[src/rtl/matrix_unloader_if.sv]
// Handshake bundle between the result-side producer, the unloader and the output pins.
//
// Parameters:
//   DATA_W - width of the flat result matrix
//   OUT_W  - width of one output beat
//
// Signals:
//   res_mat, res_valid, res_ready  - capture side (matrix in, valid/ready)
//   dout, dout_valid, dout_ready   - narrow output stream (valid/ready)
//   dout_last                      - marks the final beat of a matrix
//   busy                           - a transfer is in progress
//
// Modports:
//   master - the unloader: drives res_ready and the output stream
//   slave  - the surrounding logic: drives the matrix and dout_ready
interface matrix_unloader_if #(
  parameter int unsigned DATA_W = 64,
  parameter int unsigned OUT_W  = 8
);

  logic [DATA_W-1:0] res_mat;
  logic              res_valid;
  logic              res_ready;
  logic [OUT_W-1:0]  dout;
  logic              dout_valid;
  logic              dout_ready;
  logic              dout_last;
  logic              busy;

  modport master (
    input  res_mat,
    input  res_valid,
    output res_ready,
    output dout,
    output dout_valid,
    input  dout_ready,
    output dout_last,
    output busy
  );

  modport slave (
    output res_mat,
    output res_valid,
    input  res_ready,
    input  dout,
    input  dout_valid,
    output dout_ready,
    input  dout_last,
    input  busy
  );

endinterface

[src/rtl/matrix_unloader.sv]
// Captures one flat result matrix and streams it out MSB-first, one OUT_W-bit beat per
// accepted valid/ready transfer.
//
// Optional feature macro: MATRIX_UNLOAD_CSUM_EN
//   When defined, a final extra beat carries the XOR of all data beats and dout_last moves
//   to that checksum beat.
//
// Parameters:
//   DATA_W - width of the flat result matrix (integer multiple of OUT_W)
//   OUT_W  - width of one output beat
//
// Ports:
//   CLK  - system clock, rising edge
//   RSTN - asynchronous active-low reset; aborts any transfer in flight
//   bus  - matrix_unloader_if.master: res_mat/res_valid/res_ready capture side,
//          dout/dout_valid/dout_ready/dout_last output stream, busy status
module matrix_unloader #(
  parameter int unsigned DATA_W = 64,
  parameter int unsigned OUT_W  = 8
) (
  input  logic               CLK,
  input  logic               RSTN,
  matrix_unloader_if.master  bus
);

  localparam int unsigned BEATS = DATA_W / OUT_W;
  localparam int unsigned CNT_W = $clog2(BEATS + 1);
`ifdef MATRIX_UNLOAD_CSUM_EN
  localparam int unsigned LAST_IDX = BEATS;
`else
  localparam int unsigned LAST_IDX = BEATS - 1;
`endif
  localparam logic [CNT_W-1:0] LastCnt = CNT_W'(LAST_IDX);

  typedef enum logic [0:0] {StIdle, StSend} state_e;

  state_e            state_q, state_d;
  logic [DATA_W-1:0] shift_q, shift_d;
  logic [CNT_W-1:0]  cnt_q, cnt_d;
  logic [OUT_W-1:0]  top_beat;
  logic              is_last;

  assign top_beat = shift_q[DATA_W-1 -: OUT_W];
  assign is_last  = (cnt_q == LastCnt);

`ifdef MATRIX_UNLOAD_CSUM_EN
  localparam logic [CNT_W-1:0] CsumCnt = CNT_W'(BEATS);

  logic [OUT_W-1:0] csum_q, csum_d;
  logic             csum_beat;

  assign csum_beat = (cnt_q == CsumCnt);

  always_ff @(posedge CLK or negedge RSTN) begin
    if (!RSTN) begin
      csum_q <= '0;
    end else begin
      csum_q <= csum_d;
    end
  end

  always_comb begin
    csum_d = csum_q;
    if (state_q == StIdle && bus.res_valid) begin
      csum_d = '0;
    end else if (state_q == StSend && bus.dout_ready && !csum_beat) begin
      // Accumulate only data beats as they actually transfer.
      csum_d = csum_q ^ top_beat;
    end
  end

  assign bus.dout = csum_beat ? csum_q : top_beat;
`else
  assign bus.dout = top_beat;
`endif

  always_ff @(posedge CLK or negedge RSTN) begin
    if (!RSTN) begin
      state_q <= StIdle;
      shift_q <= '0;
      cnt_q   <= '0;
    end else begin
      state_q <= state_d;
      shift_q <= shift_d;
      cnt_q   <= cnt_d;
    end
  end

  always_comb begin
    state_d = state_q;
    shift_d = shift_q;
    cnt_d   = cnt_q;
    unique case (state_q)
      StIdle: begin
        // res_ready is high throughout idle, so res_valid alone completes the handshake.
        if (bus.res_valid) begin
          state_d = StSend;
          shift_d = bus.res_mat;
          cnt_d   = '0;
        end
      end
      StSend: begin
        if (bus.dout_ready) begin
          shift_d = shift_q << OUT_W;
          if (is_last) begin
            state_d = StIdle;
          end else begin
            // Held on the final beat so the counter never needs to reach BEATS+1.
            cnt_d = cnt_q + 1'b1;
          end
        end
      end
      default: state_d = StIdle;
    endcase
  end

  assign bus.res_ready  = (state_q == StIdle);
  assign bus.dout_valid = (state_q == StSend);
  assign bus.busy       = (state_q == StSend);
  assign bus.dout_last  = (state_q == StSend) && is_last;

endmodule

[src/flat_wrapper.sv]
// flat-port wrapper written by rule: the top's interface ports become plain ports
module matrix_unloader_flat 
#(
  parameter int unsigned DATA_W = 64,
  parameter int unsigned OUT_W  = 8
)
  (CLK, RSTN, bus_res_mat, bus_res_valid, bus_res_ready, bus_dout, bus_dout_valid, bus_dout_ready, bus_dout_last, bus_busy);
  matrix_unloader_if #(.DATA_W(DATA_W), .OUT_W(OUT_W)) bus_i ();
  input  logic CLK;
  input  logic RSTN;
  input wire logic [$bits(bus_i.res_mat)-1:0] bus_res_mat;
  input wire logic [$bits(bus_i.res_valid)-1:0] bus_res_valid;
  output wire logic [$bits(bus_i.res_ready)-1:0] bus_res_ready;
  output wire logic [$bits(bus_i.dout)-1:0] bus_dout;
  output wire logic [$bits(bus_i.dout_valid)-1:0] bus_dout_valid;
  input wire logic [$bits(bus_i.dout_ready)-1:0] bus_dout_ready;
  output wire logic [$bits(bus_i.dout_last)-1:0] bus_dout_last;
  output wire logic [$bits(bus_i.busy)-1:0] bus_busy;
  assign bus_i.res_mat = bus_res_mat;
  assign bus_i.res_valid = bus_res_valid;
  assign bus_res_ready = bus_i.res_ready;
  assign bus_dout = bus_i.dout;
  assign bus_dout_valid = bus_i.dout_valid;
  assign bus_i.dout_ready = bus_dout_ready;
  assign bus_dout_last = bus_i.dout_last;
  assign bus_busy = bus_i.busy;
  matrix_unloader #(.DATA_W(DATA_W), .OUT_W(OUT_W)) u_core (.CLK(CLK), .RSTN(RSTN), .bus(bus_i));
endmodule
[config.mk]
export PLATFORM = sky130hd
export DESIGN_NAME = matrix_unloader_flat
export DESIGN_NICKNAME = d
export VERILOG_FILES = /design/src/rtl/matrix_unloader_if.sv /design/src/rtl/matrix_unloader.sv /design/src/flat_wrapper.sv
export SDC_FILE = /design/constraint.sdc
export NUM_CORES = 1
export LEC_CHECK = 0
export CAP_MARGIN = 15
export CORE_AREA = 2 2 86 88
export CTS_BUF_LIST = sky130_fd_sc_hd__clkbuf_16
export DETAILED_ROUTE_END_ITERATION = 16
export DIE_AREA = 0 0 88 90
export PLACE_DENSITY = 0.86
export SYNTH_ARGS = -nofsm -noshare
export SYNTH_HDL_FRONTEND = slang
export SYNTH_SLANG_ARGS = --single-unit
[constraint.sdc]
create_clock -name CLK -period 1.6 [get_ports CLK]
set_clock_uncertainty 0.05 [all_clocks]
set_input_delay 0.32 -clock CLK [delete_from_list [all_inputs] [get_ports CLK]]
set_output_delay 0.32 -clock CLK [all_outputs]
set_load 0.02 [all_outputs]
==> summary.md <==
| Metric | Value |
|---|---|
| Routed vias/inst | 5.01 |
| H-tree levels | 3 |
| Largest family of logic cells by synthesized area | multiplexers |
| Post-synthesis compound-gate area fraction | 15.5% |
| Slowest cell on the critical path | dfrtp_1 |
| N_diodes | 0 |
| RD Place Congestion | 0.773 |
| Max clock buf depth | 2 |
| Yosys reg bits | 69 |
| DIE HEIGHT | 90 um |
| Crit path time final | 1.64 ns |
| Setup WS pre-CTS | -0.160 ns |
| CP max stage delay | 0.36 ns |
| Clock slew at reported path FFs | 0.06 ns |
| Distinct cells, synth | 28 |
| Final Max Slew Viols | 0 |
| Worst-skew pair later-pin latency | between 0.3 and 0.4 ns |
| Grt total ovfl | 0 |
| Fin crit share | 102% |
| Post-DP HPWL | 5220 um |
| Simple-gate share of the synthesized area | 9.28% |
| Sequential area share after synthesis | 50.2% |
| Max-slew headroom | 69.5% |
| Wirelength per Cell | 14.2 um |
| Worst Hold Path EP | u_core.shift_q[59]$_DFFE_PN0P_ |
| Multi-input logic area | around 1500 um^2 |
| Synth Warn # | 0 |
| Starting DRC count in detailed routing | 84 |
| Worst hold path type | reg -> reg |
| Syn Area/Cell | 10.8 um^2 |
| Status | finished with violations |
| Final worst slack | -0.0364 ns |
| CTS buffer count | 9 |
| Final number of setup-violating endpoints | 1 |
| Synth Area in XOR/XNOR | 0% |
| Maximum VDD drop | 0.686 mV |
| Clock power frac | between 20% and 30% |
| Vias in the first global route | between 2000 and 3000 |
| Gate Count Post-Synth | 319 |
| TritonCTS clock tree | built |
| Vias | 2538 |
| PwrDens | 1480 nW/um^2 |
| Sequential share of power | 38.5% |
| Fmax | 0.611 GHz |
| Root buf cell | clkbuf_16 |
| CP required | approximately 1.2 ns |
| Post-synth EDFFs | 0 |
| CP Class | reg -> out |
| Layout area overhead | 34.7% |
| Synthesized area | 3440 um^2 |
| Clk sinks | 69 |
| PortBufs | 79 |
| Adder-Cell Fraction of Synth Area | 0.364% |
| Row Count | 31 |
| Sw Pwr | around 0.0023 W |
| Setup crit end kind | primary output |
| Startpoint Class | register |
| ANT nets after route | 0 |
| Initial Util | 49.0% |
| Flip-flop and latch area | about 1700 um^2 |
| Hold Crit Start | u_core.shift_q[59]$_DFFE_PN0P_ |
| Final hold viol count | 0 |
| Worst EP arrival | 1.27 ns |
| Hold Path Stages | 2 |
| Largest net degree at the start of global routing | 35 |
| Highest net fanout along the worst path | 2 |
| Core box area | 7020 um^2 |
| # IOs | 80 |
| Mux cell area share after synthesis | 17.3% |
| Total track usage | around 19% |
| RR Endpoint | u_core.shift_q[15]$_DFFE_PN0P_ |
| First-pass GRT wire length | approximately 12000 um |
| Ys flop type | dfrtp_1 |
| TritonRoute pass-1 iters | 4 |
| Failing checks | setup timing |
| Leak | 2.32 nW |
| Final wirelength | 7220 um |
| RSZ-0062 raised after global routing | true |
| Most frequent cells in the layout | 68 x nand2_1, 68 x dfrtp_1, 66 x clkdlybuf4s50_1, 56 x mux2i_1, 29 x o21ai_1 |
| Chip width | 88 um |
| Nets | 472 |
| Total Neg Setup Slack | -0.0364 ns |
| Fillers | 567 |
| Slew @ Worst Pin | 0.458 ns |
| Cells along the critical path | ha_2 -> nand3b_1 -> nor2_4 -> buf_6 |
| Initial antenna violation count | 0 |
| Drc violations | 0 |
| Sw frac | 33.3% |
| Max-Cap Viols | 0 |
| Internal power | 0.00458 W |
| FF-to-FF path depth | 5 |
| Area of the die | slightly below 8000 um^2 |
| Syn nets | 388 |
| Reg2Reg Setup Slack | 0.08 ns |
| FFs w/ async S/R, synth | 100% |
| Logic pwr share | 35.8% |
| Layout cell share with drive strength beyond 1 | a little under a fifth |
| Worst reg2reg path startpoint | u_core.bus.busy$_DFF_PN0_ |
==> layout make-up <==
cell class | count | area share (%)
timing repair buffer | 105 | 22.4
tap | 99 | 2.67
inverter | 1 | 0.0810
multi-input combinational | 217 | 31.7
clock buffer | 9 | 4.86
clock inverter | 7 | 0.918
sequential | 69 | 37.4
==> how the worst max path moves through the flow <==
stage                                      from            end  slack, ns
floorplan             u_core.bus.busy$_DFF_PN0_  bus_dout_last       0.06
global placement    u_core.cnt_q[0]$_DFFE_PN0P_  bus_dout_last      -0.10
detailed placement  u_core.cnt_q[0]$_DFFE_PN0P_  bus_dout_last      -0.16
CTS                 u_core.cnt_q[0]$_DFFE_PN0P_  bus_dout_last      -0.04
global route        u_core.cnt_q[1]$_DFFE_PN0P_  bus_dout_last      -0.08
finish              u_core.cnt_q[1]$_DFFE_PN0P_  bus_dout_last      -0.04
==> flip-flops by register name, summed over array words and instances, names as in the netlist <==
signal,flops
u_core.shift_q,64
u_core.cnt_q,4
u_core.bus.busy,1
==> cells by family after synthesis <==
group	after synthesis
AND/OR/NAND/NOR	80
AO/OA/AOI/OAI	78
buffers and inverters	33
multiplexers	58
flip-flops	69
adder cells (fa/ha/maj)	1
==> power by group through the flow <==
| stage | sequential, W | clock (W) | combinational, W |
|---|---|---|---|
| finish | 0.00264 | 0.00177 | 0.00246 |
| global route | 0.00271 | 0.00187 | 0.00272 |
| CTS | 0.00265 | 0.00180 | 0.00246 |
| detailed placement | 0.00268 | 0 | 0.00250 |
| global placement | 0.00264 | 0 | 0.00240 |
| floorplan | 0.00261 | 0 | 0.00182 |
==> repair_timing <==
item / CTS / global route
endpoints found under the hold margin: 31 / 0
endpoints found under the setup margin: 12 / 1
pin swaps: 1 / 0
resized for setup: 27 / 0
setup buffers: 0 / 2
hold buffers: 1 / 0
==> routing by layer <==
layer	share of wire [%]	global-route usage, %	up-vias	routed length [um]
met3	6.4	5.88	8	465
met4	0.80	7.44	0	58
li1	-	-	1275	-
met1	44	24.6	1177	3190
met5	0	0	-	0
met2	49	30.7	78	3500
==> through the flow <==
step	util, %	cells	hold WS, ns	instance area [um^2]	total power, W
after detailed placement	62.1	488	0.249	4360	0.00518
after global routing	66.0	507	0.449	4630	0.00731
after global placement	62.1	488	0.248	4360	0.00504
final	66.0	507	0.424	4630	0.00687
after floorplan	-	319	-0.0256	3450	0.00443
after CTS	65.8	505	0.428	4620	0.00690
==> worst max-delay path, delay by kind of cell, from the launching register on <==
family,cells,cell delay (ns)
fa+ha+maj,1,0.19
simple gates,2,0.27
flops,1,0.36
buf+inv,1,0.12
==> cells in the mapped netlist (2+ instances only) <==
library cell  count  share of area, %
o21ai_1          29               4.2
dfrtp_1          69                50
o21ai_0           2              0.29
mux2i_1          56                16
nand2_1          68               7.4
a21boi_0          8               1.7
buf_6             8               2.6
buf_4            16               3.5
nor2b_1           2              0.36
nand3_1           2              0.29
clkbuf_1          3              0.33
o22ai_1           8               1.5
nor2_1            5              0.55
buf_2             4              0.58
o21ai_2          26               6.6
No activity file was read; power rests on OpenSTA's default activity.
